## config.mk

```make
export PLATFORM = sky130hd
export DESIGN_NAME = neander_x_sequencer
export DESIGN_NICKNAME = d
export VERILOG_FILES = /design/src/rtl/neander_x_sequencer.sv
export SDC_FILE = /design/constraint.sdc
export NUM_CORES = 1
export LEC_CHECK = 0
export CORE_MARGIN = 2
export CORE_UTILIZATION = 42
export DETAILED_ROUTE_END_ITERATION = 16
export PLACE_DENSITY = 0.85
export SYNTH_ARGS = -nofsm -noshare
export SYNTH_HDL_FRONTEND = slang
export SYNTH_SLANG_ARGS = --single-unit
```

## constraint.sdc

```tcl
create_clock -name clk -period 5.49 [get_ports clk]
set_input_delay 1.3725 -clock clk [delete_from_list [all_inputs] [get_ports clk]]
set_output_delay 1.3725 -clock clk [all_outputs]
set_load 0.1 [all_outputs]
```

## src/rtl/neander_x_sequencer.sv

```systemverilog
// Control sequencer for the Neander-X CPU: fetch, operand fetch and execute micro-steps.
// Define NEANDER_X_INDEX_EN to enable the X-register extension (LDX/STX/LDXI/TAX/TXA/INX, indexed LDA/STA).
module neander_x_sequencer (
   input  logic       clk,
   input  logic       reset,
   input  logic       run,
   input  logic [3:0] opcode,
   input  logic [3:0] sub_opcode,
   input  logic       flagN,
   input  logic       flagZ,
   input  logic       flagC,
   output logic       mem_read,
   output logic       mem_write,
   output logic       rdm_load,
   output logic       rem_load,
   output logic       ri_load,
   output logic       pc_inc,
   output logic       pc_load,
   output logic       ac_load,
   output logic       nz_load,
   output logic       c_load,
   output logic       sp_inc,
   output logic       sp_dec,
   output logic       x_load,
   output logic       x_inc,
   output logic       x_to_ac,
   output logic       indexed_mode,
   output logic [1:0] addr_sel,
   output logic [1:0] mem_data_sel,
   output logic [3:0] alu_op,
   output logic       alu_b_sel,
   output logic       io_write_ctrl,
   output logic       halted,
   output logic [3:0] dbg_state
);

   typedef enum logic [3:0] {
      StFetch0 = 4'd0,
      StFetch1 = 4'd1,
      StFetch2 = 4'd2,
      StDecode = 4'd3,
      StOpa0   = 4'd4,
      StOpa1   = 4'd5,
      StEx0    = 4'd6,
      StEx1    = 4'd7,
      StEx2    = 4'd8,
      StHalt   = 4'd9
   } state_t;

   localparam logic [3:0] AluAdd = 4'b0000;
   localparam logic [3:0] AluAnd = 4'b0001;
   localparam logic [3:0] AluOr  = 4'b0010;
   localparam logic [3:0] AluNot = 4'b0011;

   localparam logic [1:0] AddrRdm = 2'b00;
   localparam logic [1:0] AddrPc  = 2'b01;
   localparam logic [1:0] AddrSp  = 2'b10;

   localparam logic [1:0] DataAc = 2'b00;
   localparam logic [1:0] DataPc = 2'b01;
   localparam logic [1:0] DataX  = 2'b10;

   state_t state;

   logic ext;
   logic i_sta, i_lda, i_add, i_or, i_and, i_not;
   logic i_jmp, i_jn, i_jz, i_jc, i_in, i_out, i_ldi, i_hlt;
   logic i_push, i_pop, i_call, i_ret;
   logic i_ldx, i_stx, i_ldxi, i_tax, i_txa, i_inx;
   logic jump, jump_taken, needs_operand, direct_ex, mem_op, two_step, three_step;

   assign ext    = (opcode == 4'h7);
   assign i_sta  = (opcode == 4'h1);
   assign i_lda  = (opcode == 4'h2);
   assign i_add  = (opcode == 4'h3);
   assign i_or   = (opcode == 4'h4);
   assign i_and  = (opcode == 4'h5);
   assign i_not  = (opcode == 4'h6);
   assign i_jmp  = (opcode == 4'h8);
   assign i_jn   = (opcode == 4'h9);
   assign i_jz   = (opcode == 4'hA);
   assign i_jc   = (opcode == 4'hB);
   assign i_in   = (opcode == 4'hC);
   assign i_out  = (opcode == 4'hD);
   assign i_ldi  = (opcode == 4'hE);
   assign i_hlt  = (opcode == 4'hF);
   assign i_push = ext && (sub_opcode == 4'h0);
   assign i_pop  = ext && (sub_opcode == 4'h1);
   assign i_call = ext && (sub_opcode == 4'h2);
   assign i_ret  = ext && (sub_opcode == 4'h3);

`ifdef NEANDER_X_INDEX_EN
   assign i_ldx  = ext && (sub_opcode == 4'h4);
   assign i_stx  = ext && (sub_opcode == 4'h5);
   assign i_ldxi = ext && (sub_opcode == 4'h6);
   assign i_tax  = ext && (sub_opcode == 4'hD);
   assign i_txa  = ext && (sub_opcode == 4'hE);
   assign i_inx  = ext && (sub_opcode == 4'hF);
`else
   // Without the extension these subs fall through to the NOP path.
   assign i_ldx  = 1'b0;
   assign i_stx  = 1'b0;
   assign i_ldxi = 1'b0;
   assign i_tax  = 1'b0;
   assign i_txa  = 1'b0;
   assign i_inx  = 1'b0;
`endif

   assign jump          = i_jmp || i_jn || i_jz || i_jc;
   assign jump_taken    = i_jmp || (i_jn && flagN) || (i_jz && flagZ) || (i_jc && flagC);
   assign mem_op        = i_lda || i_add || i_or || i_and || i_ldx || i_sta || i_stx;
   assign needs_operand = mem_op || jump || i_in || i_out || i_ldi || i_call || i_ldxi;
   assign direct_ex     = i_not || i_tax || i_txa || i_inx || i_push || i_pop || i_ret;
   assign two_step      = mem_op || i_push || i_pop || i_call || i_ret;
   assign three_step    = i_push || i_call || i_ret;

   always_ff @(posedge clk or posedge reset) begin
      if (reset) begin
         state <= StFetch0;
      end else begin
         unique case (state)
            StFetch0: state <= run ? StFetch1 : StFetch0;
            StFetch1: state <= StFetch2;
            StFetch2: state <= StDecode;
            StDecode: begin
               if (i_hlt)              state <= StHalt;
               else if (needs_operand) state <= StOpa0;
               else if (direct_ex)     state <= StEx0;
               else                    state <= StFetch0;
            end
            StOpa0:   state <= StOpa1;
            StOpa1:   state <= (i_ldi || i_ldxi) ? StFetch0 : StEx0;
            StEx0:    state <= two_step ? StEx1 : StFetch0;
            StEx1:    state <= three_step ? StEx2 : StFetch0;
            StEx2:    state <= StFetch0;
            StHalt:   state <= StHalt;
            default:  state <= StFetch0;
         endcase
      end
   end

   assign dbg_state = state;

   always_comb begin
      mem_read      = 1'b0;
      mem_write     = 1'b0;
      rdm_load      = 1'b0;
      rem_load      = 1'b0;
      ri_load       = 1'b0;
      pc_inc        = 1'b0;
      pc_load       = 1'b0;
      ac_load       = 1'b0;
      nz_load       = 1'b0;
      c_load        = 1'b0;
      sp_inc        = 1'b0;
      sp_dec        = 1'b0;
      x_load        = 1'b0;
      x_inc         = 1'b0;
      x_to_ac       = 1'b0;
      indexed_mode  = 1'b0;
      addr_sel      = AddrRdm;
      mem_data_sel  = DataAc;
      alu_op        = AluAdd;
      alu_b_sel     = 1'b0;
      io_write_ctrl = 1'b0;
      halted        = 1'b0;
      // Reset masks everything so no strobe leaks while the async reset is held.
      if (!reset) begin
         unique case (state)
            StFetch0: begin
               if (run) begin
                  rem_load = 1'b1;
                  addr_sel = AddrPc;
               end
            end
            StFetch1, StOpa1: begin
               mem_read = 1'b1;
               rdm_load = 1'b1;
               pc_inc   = 1'b1;
               if (state == StOpa1 && i_ldi) begin
                  ac_load = 1'b1;
                  nz_load = 1'b1;
               end
               if (state == StOpa1 && i_ldxi) x_load = 1'b1;
            end
            StFetch2: ri_load = 1'b1;
            StOpa0: begin
               rem_load = 1'b1;
               addr_sel = AddrPc;
            end
            StEx0: begin
               if (mem_op) rem_load = 1'b1;
               if (i_push || i_call) sp_dec = 1'b1;
               if (i_pop || i_ret) begin
                  rem_load = 1'b1;
                  addr_sel = AddrSp;
               end
               if (jump_taken) pc_load = 1'b1;
               if (i_in || i_not || i_txa) begin
                  ac_load = 1'b1;
                  nz_load = 1'b1;
               end
               if (i_not) alu_op = AluNot;
               if (i_out) io_write_ctrl = 1'b1;
               if (i_tax) x_load = 1'b1;
               if (i_txa) x_to_ac = 1'b1;
               if (i_inx) x_inc = 1'b1;
            end
            StEx1: begin
               if (i_lda || i_add || i_or || i_and || i_ldx || i_pop || i_ret) mem_read = 1'b1;
               if (i_lda || i_add || i_or || i_and || i_pop) begin
                  ac_load = 1'b1;
                  nz_load = 1'b1;
               end
               if (i_add || i_or || i_and) c_load = 1'b1;
               if (i_or)  alu_op = AluOr;
               if (i_and) alu_op = AluAnd;
               if (i_ldx) x_load = 1'b1;
               if (i_sta || i_stx) mem_write = 1'b1;
               if (i_stx) mem_data_sel = DataX;
`ifdef NEANDER_X_INDEX_EN
               if (i_lda || i_sta) indexed_mode = sub_opcode[0];
`endif
               if (i_push || i_call) begin
                  rem_load = 1'b1;
                  addr_sel = AddrSp;
               end
               if (i_pop || i_ret) sp_inc = 1'b1;
               if (i_ret) rdm_load = 1'b1;
            end
            StEx2: begin
               if (i_push || i_call) mem_write = 1'b1;
               if (i_call) mem_data_sel = DataPc;
               if (i_call || i_ret) pc_load = 1'b1;
            end
            StHalt: halted = 1'b1;
            default: ;
         endcase
      end
   end

endmodule
```

==> flow_metrics.tcl, run 1 <==
set metrics [dict create \
    largest_net_degree_at_the_start_of_global_routing 18 \
    avgSynthCellArea_um2 6.753 \
    min-delay-path-class "flop to flop" \
    async_flop_share_pct 100.0 \
    drt_pre_antenna_iters 8 \
    port-buffer-count 36 \
    h-tree-depth 1 \
    dp_hpwl_mm 1.899 \
    dp.cells 179 \
    clk-insertion-delay-late_ps 230 \
    cp-end-kind "output port" \
    grt_setup_unrepaired "false" \
    place_congestion 0.8853 \
    ios 45 \
    totalWireLength_mm 2.497 \
    clock_pin_slew_reported_for_the_worst_setup_and_hold_paths_after_clock_tree_synthesis_ps 40 \
    cp_max_fo 13 \
    critical-path-slowest-cell "clkdlybuf4s50_1" \
    die-height_um 49.01 \
    largest_register_ffs 4 \
    drt-initial-drc-count 43 \
    total_congestion_overflow_after_global_routing 0 \
    seq_area_frac_synth_pct 11.76 \
    initial_antenna_violation_count 0 \
    post-route-drc-count 0 \
    powerDensity_nw_per_um2 413.2 \
    vias_per_inst 5.643 \
    synth-edff-count 0 \
    coreArea_um2 1942 \
    final_util_pct 67.14 \
    grt_pass1_wl_mm 4.312 \
    finalNonFillerCells 182 \
    post_synth_inst_count 126 \
    power_leakage_uw 0.0005296 \
    wl_per_cell_um 13.72 \
    worstPathBufferInverterCount 2 \
    postLayoutCellArea_um2 1304 \
    outcome "finished, final reports clean" \
    fmax_mhz 204.6 \
    finalNetCount 171 \
    yosys.area.top_type_share_pct 11.76 \
    setup_total_negative_slack_ps 0 \
    antenna-diode-count 0 \
    first_global_vias 959 \
    most_frequent_cells_after_synthesis "12 x nor3_1, 11 x nor2_1, 10 x buf_4" \
    synth.yosys.warnings 0 \
    vdd_ir_drop_max_uv 387.3 \
    row_count 16 \
    timing.max_slew.rel_slack_pct 34.53 \
    critical_path.startpoint_type "input port" \
    path_delay_family "buffers and inverters" \
    cts_setup_buffers 0 \
    worst-slew-pin-transition_ps 979.0 \
    post_route_clock_period_utilization_pct 89.01 \
    initial_utilization_pct 43.81 \
    max_stage_delay_ps 710 \
    cts_buffer_depth 2 \
    cts_made_buffers 3 \
    floorplan_die_width_um 49.01 \
    ys_flop_type "dfrtp_1" \
    period_needed_ps 4886 \
    placed_area_um2 1281 \
    final_hold_vios 0 \
    ys_seq_elements 4 \
    synthesis.area_um2 850.8 \
    finalMaxSlewViolations 0 \
    power_uw 538.7 \
    path_cells "clkdlybuf4s50_1 > nand2_2 > or4_4 > o22a_1 > o22ai_2 > buf_12" \
    timing.clock.skew_ps 2.940 \
    drt.antenna.violating_nets 0 \
    criticalPathCategory "input port to output port" \
    post_cts_resize_count 0 \
    clockRootBuffer "clkbuf_4" \
    cp_data_required_time_ps 4120 \
    final_layout_size_suffix_gt1_share_pct 22.58 \
    setup_viol_count_final 0 \
    cts.hold.buffers_added 0 \
    vias 1027 \
    synth.lib_cells_used.distinct 50 \
    synth_area_leader_cell "dfrtp_1" \
    area.growth.synth_to_final_pct 53.24 \
    critical_path_arrival_ps 3510 \
    ranking_of_synthesized_cells_by_area "dfrtp_1 12%, buf_4 8.8%, nor3_1 7.1%" \
    max_cap_viol_count 0 \
    dieArea_um2 2402 \
    synthMostInstantiatedCell "nor3_1" \
    track_usage_pct 22.65 \
    clock-sinks 4 \
    tritoncts "done" \
]
## placed cells by master (no fill, tap or decap), drive strengths merged, types with 4 or more instances in the layout
| master | n |
|---|---|
| dfrtp | 4 |
| a21oi | 6 |
| nand2b | 6 |
| inv | 5 |
| nand2 | 10 |
| clkdlybuf4s50 | 17 |
| nor3 | 14 |
| buf | 22 |
| nor2 | 11 |
| conb | 8 |
## worst paths after layout
| check | start | end | slack, ps | cells past startpoint |
|---|---|---|---|---|
| worst min-delay path | dbg_state[0]$_DFF_PP0_ | dbg_state[3]$_DFF_PP0_ | 740 | 1 |
| worst max-delay path | opcode[0] | nz_load | 600 | 6 |
| min in group asynchronous | reset | dbg_state[3]$_DFF_PP0_ | 1510 | 2 |
| worst max register to register | dbg_state[0]$_DFF_PP0_ | dbg_state[1]$_DFF_PP0_ | 4020 | 4 |
| max in group asynchronous | reset | dbg_state[2]$_DFF_PP0_ | 3820 | 2 |
| worst min register to register | dbg_state[0]$_DFF_PP0_ | dbg_state[3]$_DFF_PP0_ | 740 | 1 |
## worst reg2reg max path: cells and delay by family, from the launching register on
family,cells,cell delay (ps)
AOI/OAI and AO/OA,2,340
DFF,1,600
and+or+nand+nor,2,440
## per-stage QoR
stage               hold WS [ps]  setup WS (ps)
floorplan                   1139         -116.8
global placement           714.0          677.9
detailed placement         732.0          624.7
CTS                        736.2          609.9
global route               790.7          519.0
finish                     743.7          603.5
## layer usage
| layer | up-vias | share of wire, % | routed length, um | track usage [%] |
|---|---|---|---|---|
| met5 | - | 0 | 0 | 0 |
| li1 | 497 | - | - | - |
| met1 | 469 | 40 | 993 | 26.67 |
| met4 | 0 | 0.52 | 13 | 8.095 |
| met3 | 2 | 6.9 | 173 | 4.601 |
| met2 | 59 | 53 | 1317 | 40.41 |
## cell families after synthesis
logic type / count (synthesis) / synth area share, %
AO/OA/AOI/OAI: 27 / 22.06
AND/OR/NAND/NOR: 63 / 42.50
XOR/XNOR: 3 / 3.089
flip-flops: 4 / 11.77
other: 1 / 0.4408
buffers and inverters: 25 / 16.47
multiplexers: 3 / 3.676
## where the power goes
part | internal, uW | total [uW] | leakage (uW) | switching, uW
Combinational | 117 | 422 | 0.000466 | 305
Sequential | 40.9 | 79.9 | 0.0000503 | 38.9
Clock | 24.5 | 37.4 | 0.0000138 | 12.9
## final cells by class
type / instances / area, um^2
fillers: 159 / 638.1
repair buffers: 39 / 460.4
multi-input cells: 104 / 668.1
well taps: 27 / 33.78
flip-flops and latches: 4 / 100.1
clock buffers: 3 / 22.52
inverters: 5 / 18.77
(Power assumes the default switching activity.)
==> inputs of run 2 (changes only) <==
--- a/config.mk
+++ b/config.mk
@@ -5,10 +5,11 @@
 export SDC_FILE = /design/constraint.sdc
 export NUM_CORES = 1
 export LEC_CHECK = 0
-export CORE_MARGIN = 2
-export CORE_UTILIZATION = 42
+export CORE_MARGIN = 3
+export CORE_UTILIZATION = 44
+export CTS_BUF_LIST = sky130_fd_sc_hd__clkbuf_4 sky130_fd_sc_hd__clkbuf_8
 export DETAILED_ROUTE_END_ITERATION = 16
-export PLACE_DENSITY = 0.85
+export PLACE_DENSITY = 0.88
 export SYNTH_ARGS = -nofsm -noshare
 export SYNTH_HDL_FRONTEND = slang
 export SYNTH_SLANG_ARGS = --single-unit
==> run 2 against run 1 <==
Effect of this change: first-iteration DRC count fell by 21%; global-route usage shrank 1.7 points; clock power increased by 2%; sequential cell count unchanged; via count grew 1.4%; critical path type unchanged; critical endpoint is now ac_load; largest power group unchanged.
==> flow_metrics.tcl, run 2 (same netlist as run 1, synthesis figures left out) <==
set metrics [dict create \
    first_global_vias 942 \
    powerDensity_nw_per_um2 412.4 \
    hold_slack_ps 726.8 \
    timing.final.ws_setup_ps 614.7 \
    final_util_pct 72.98 \
    row_count 15 \
    post-route-drc-count 0 \
    totalWireLength_mm 2.536 \
    grt_pass1_wl_mm 4.160 \
    dp.cells 177 \
    h-tree-depth 1 \
    fmax_mhz 205.1 \
    dp_hpwl_mm 1.937 \
    final_hold_vios 0 \
    cts_made_buffers 3 \
    final_layout_size_suffix_gt1_share_pct 22.58 \
    area.growth.synth_to_final_pct 52.94 \
    cts.hold.buffers_added 0 \
    track_usage_pct 20.97 \
    place_worst_setup_slack_ps 622.3 \
    critical_path.startpoint_type "input port" \
    finalMaxSlewViolations 0 \
    post_route_clock_period_utilization_pct 88.80 \
    port-buffer-count 36 \
    drt.antenna.violating_nets 0 \
    vias 1041 \
    cp_data_required_time_ps 4120 \
    critical_path_arrival_ps 3500 \
    finalNetCount 171 \
    clockRootBuffer "clkbuf_4" \
    cp-end-kind "output port" \
    drt-initial-drc-count 34 \
    min-delay-path-class "flop to flop" \
    period_needed_ps 4875 \
    setup_total_negative_slack_ps 0 \
    floorplan_die_width_um 49.98 \
    clk-insertion-delay-late_ps 240 \
    dieArea_um2 2498 \
    cp_max_fo 13 \
    drt_pre_antenna_iters 4 \
    grt_setup_unrepaired "false" \
    tritoncts "done" \
    mostFrequentLayoutCells "17 x clkdlybuf4s50_1, 12 x buf_4, 11 x nor3_1, 11 x nor2_1, 10 x buf_12" \
    setup_viol_count_final 0 \
    worst-slew-pin-transition_ps 961.6 \
    total_congestion_overflow_after_global_routing 0 \
    timing.clock.skew_ps 1.033 \
    initial_utilization_pct 47.72 \
    criticalPathCategory "input port to output port" \
    finalNonFillerCells 180 \
    post_cts_resize_count 0 \
    cts_buffer_depth 2 \
    clock_pin_slew_reported_for_the_worst_setup_and_hold_paths_after_clock_tree_synthesis_ps 40 \
    max_cap_viol_count 0 \
    cts_setup_buffers 0 \
    ios 45 \
    timing.max_slew.rel_slack_pct 35.69 \
    initial_antenna_violation_count 0 \
    die-height_um 49.98 \
    clock-sinks 4 \
    vdd_ir_drop_max_uv 374.5 \
    place_congestion 0.8852 \
    commonest_non_fill_non_tap_cell_in_the_layout "clkdlybuf4s50_1" \
    coreArea_um2 1783 \
    vias_per_inst 5.783 \
    power_leakage_uw 0.0005296 \
    wl_per_cell_um 14.09 \
    outcome "finished, final reports clean" \
    largest_register_ffs 4 \
    antenna-diode-count 0 \
    largest_net_degree_at_the_start_of_global_routing 18 \
]
[run 2: where the power goes]
group | internal (uW) | switching (uW) | total [uW]
Sequential | 40.9 | 38.9 | 79.8
Clock | 24.6 | 13.8 | 38.3
Combinational | 117 | 302 | 418
Total | 182 | 355 | 537
[run 2: path summary, 6_finish.rpt]
kind | startpoint | to | slack (ps) | cells past startpoint
setup / recovery | opcode[0] | ac_load | 610 | 6
hold / removal | dbg_state[2]$_DFF_PP0_ | dbg_state[1]$_DFF_PP0_ | 730 | 1
hold reg to reg | dbg_state[2]$_DFF_PP0_ | dbg_state[1]$_DFF_PP0_ | 730 | 1
max in group asynchronous | reset | dbg_state[2]$_DFF_PP0_ | 3820 | 2
setup reg to reg | dbg_state[0]$_DFF_PP0_ | dbg_state[1]$_DFF_PP0_ | 4000 | 4
min in group asynchronous | reset | dbg_state[3]$_DFF_PP0_ | 1520 | 2
[run 2: routing by layer]
layer | global-route usage, % | vias up | share of wire [%]
met4 | 6.912 | 0 | 0
met5 | 0 | - | 0
li1 | - | 498 | -
met1 | 25.87 | 487 | 41
met3 | 5.438 | 0 | 7.1
met2 | 35.02 | 56 | 51
[run 2: through the flow]
step | total power, uW | cell area (um^2)
final | 536.6 | 1301
after global routing | 563.9 | 1301
after CTS | 535.8 | 1301
after detailed placement | 494.8 | 1279
after global placement | 488.0 | 1279
after floorplan | 404.3 | 908.4
[run 2: cell type report]
type	count	area (um^2)
Clock buffer	3	22.52
Fill cell	128	481.7
Timing Repair Buffer	39	460.4
Inverter	5	18.77
Tap cell	25	31.28
Sequential cell	4	100.1
Multi-Input combinational cell	104	668.1
[run 2: critical path, stage by stage]
cell	delay (ps)
clkdlybuf4s50_1	730
nand2_2	120
or4_4	580
o22a_1	250
o22ai_2	240
buf_12	220
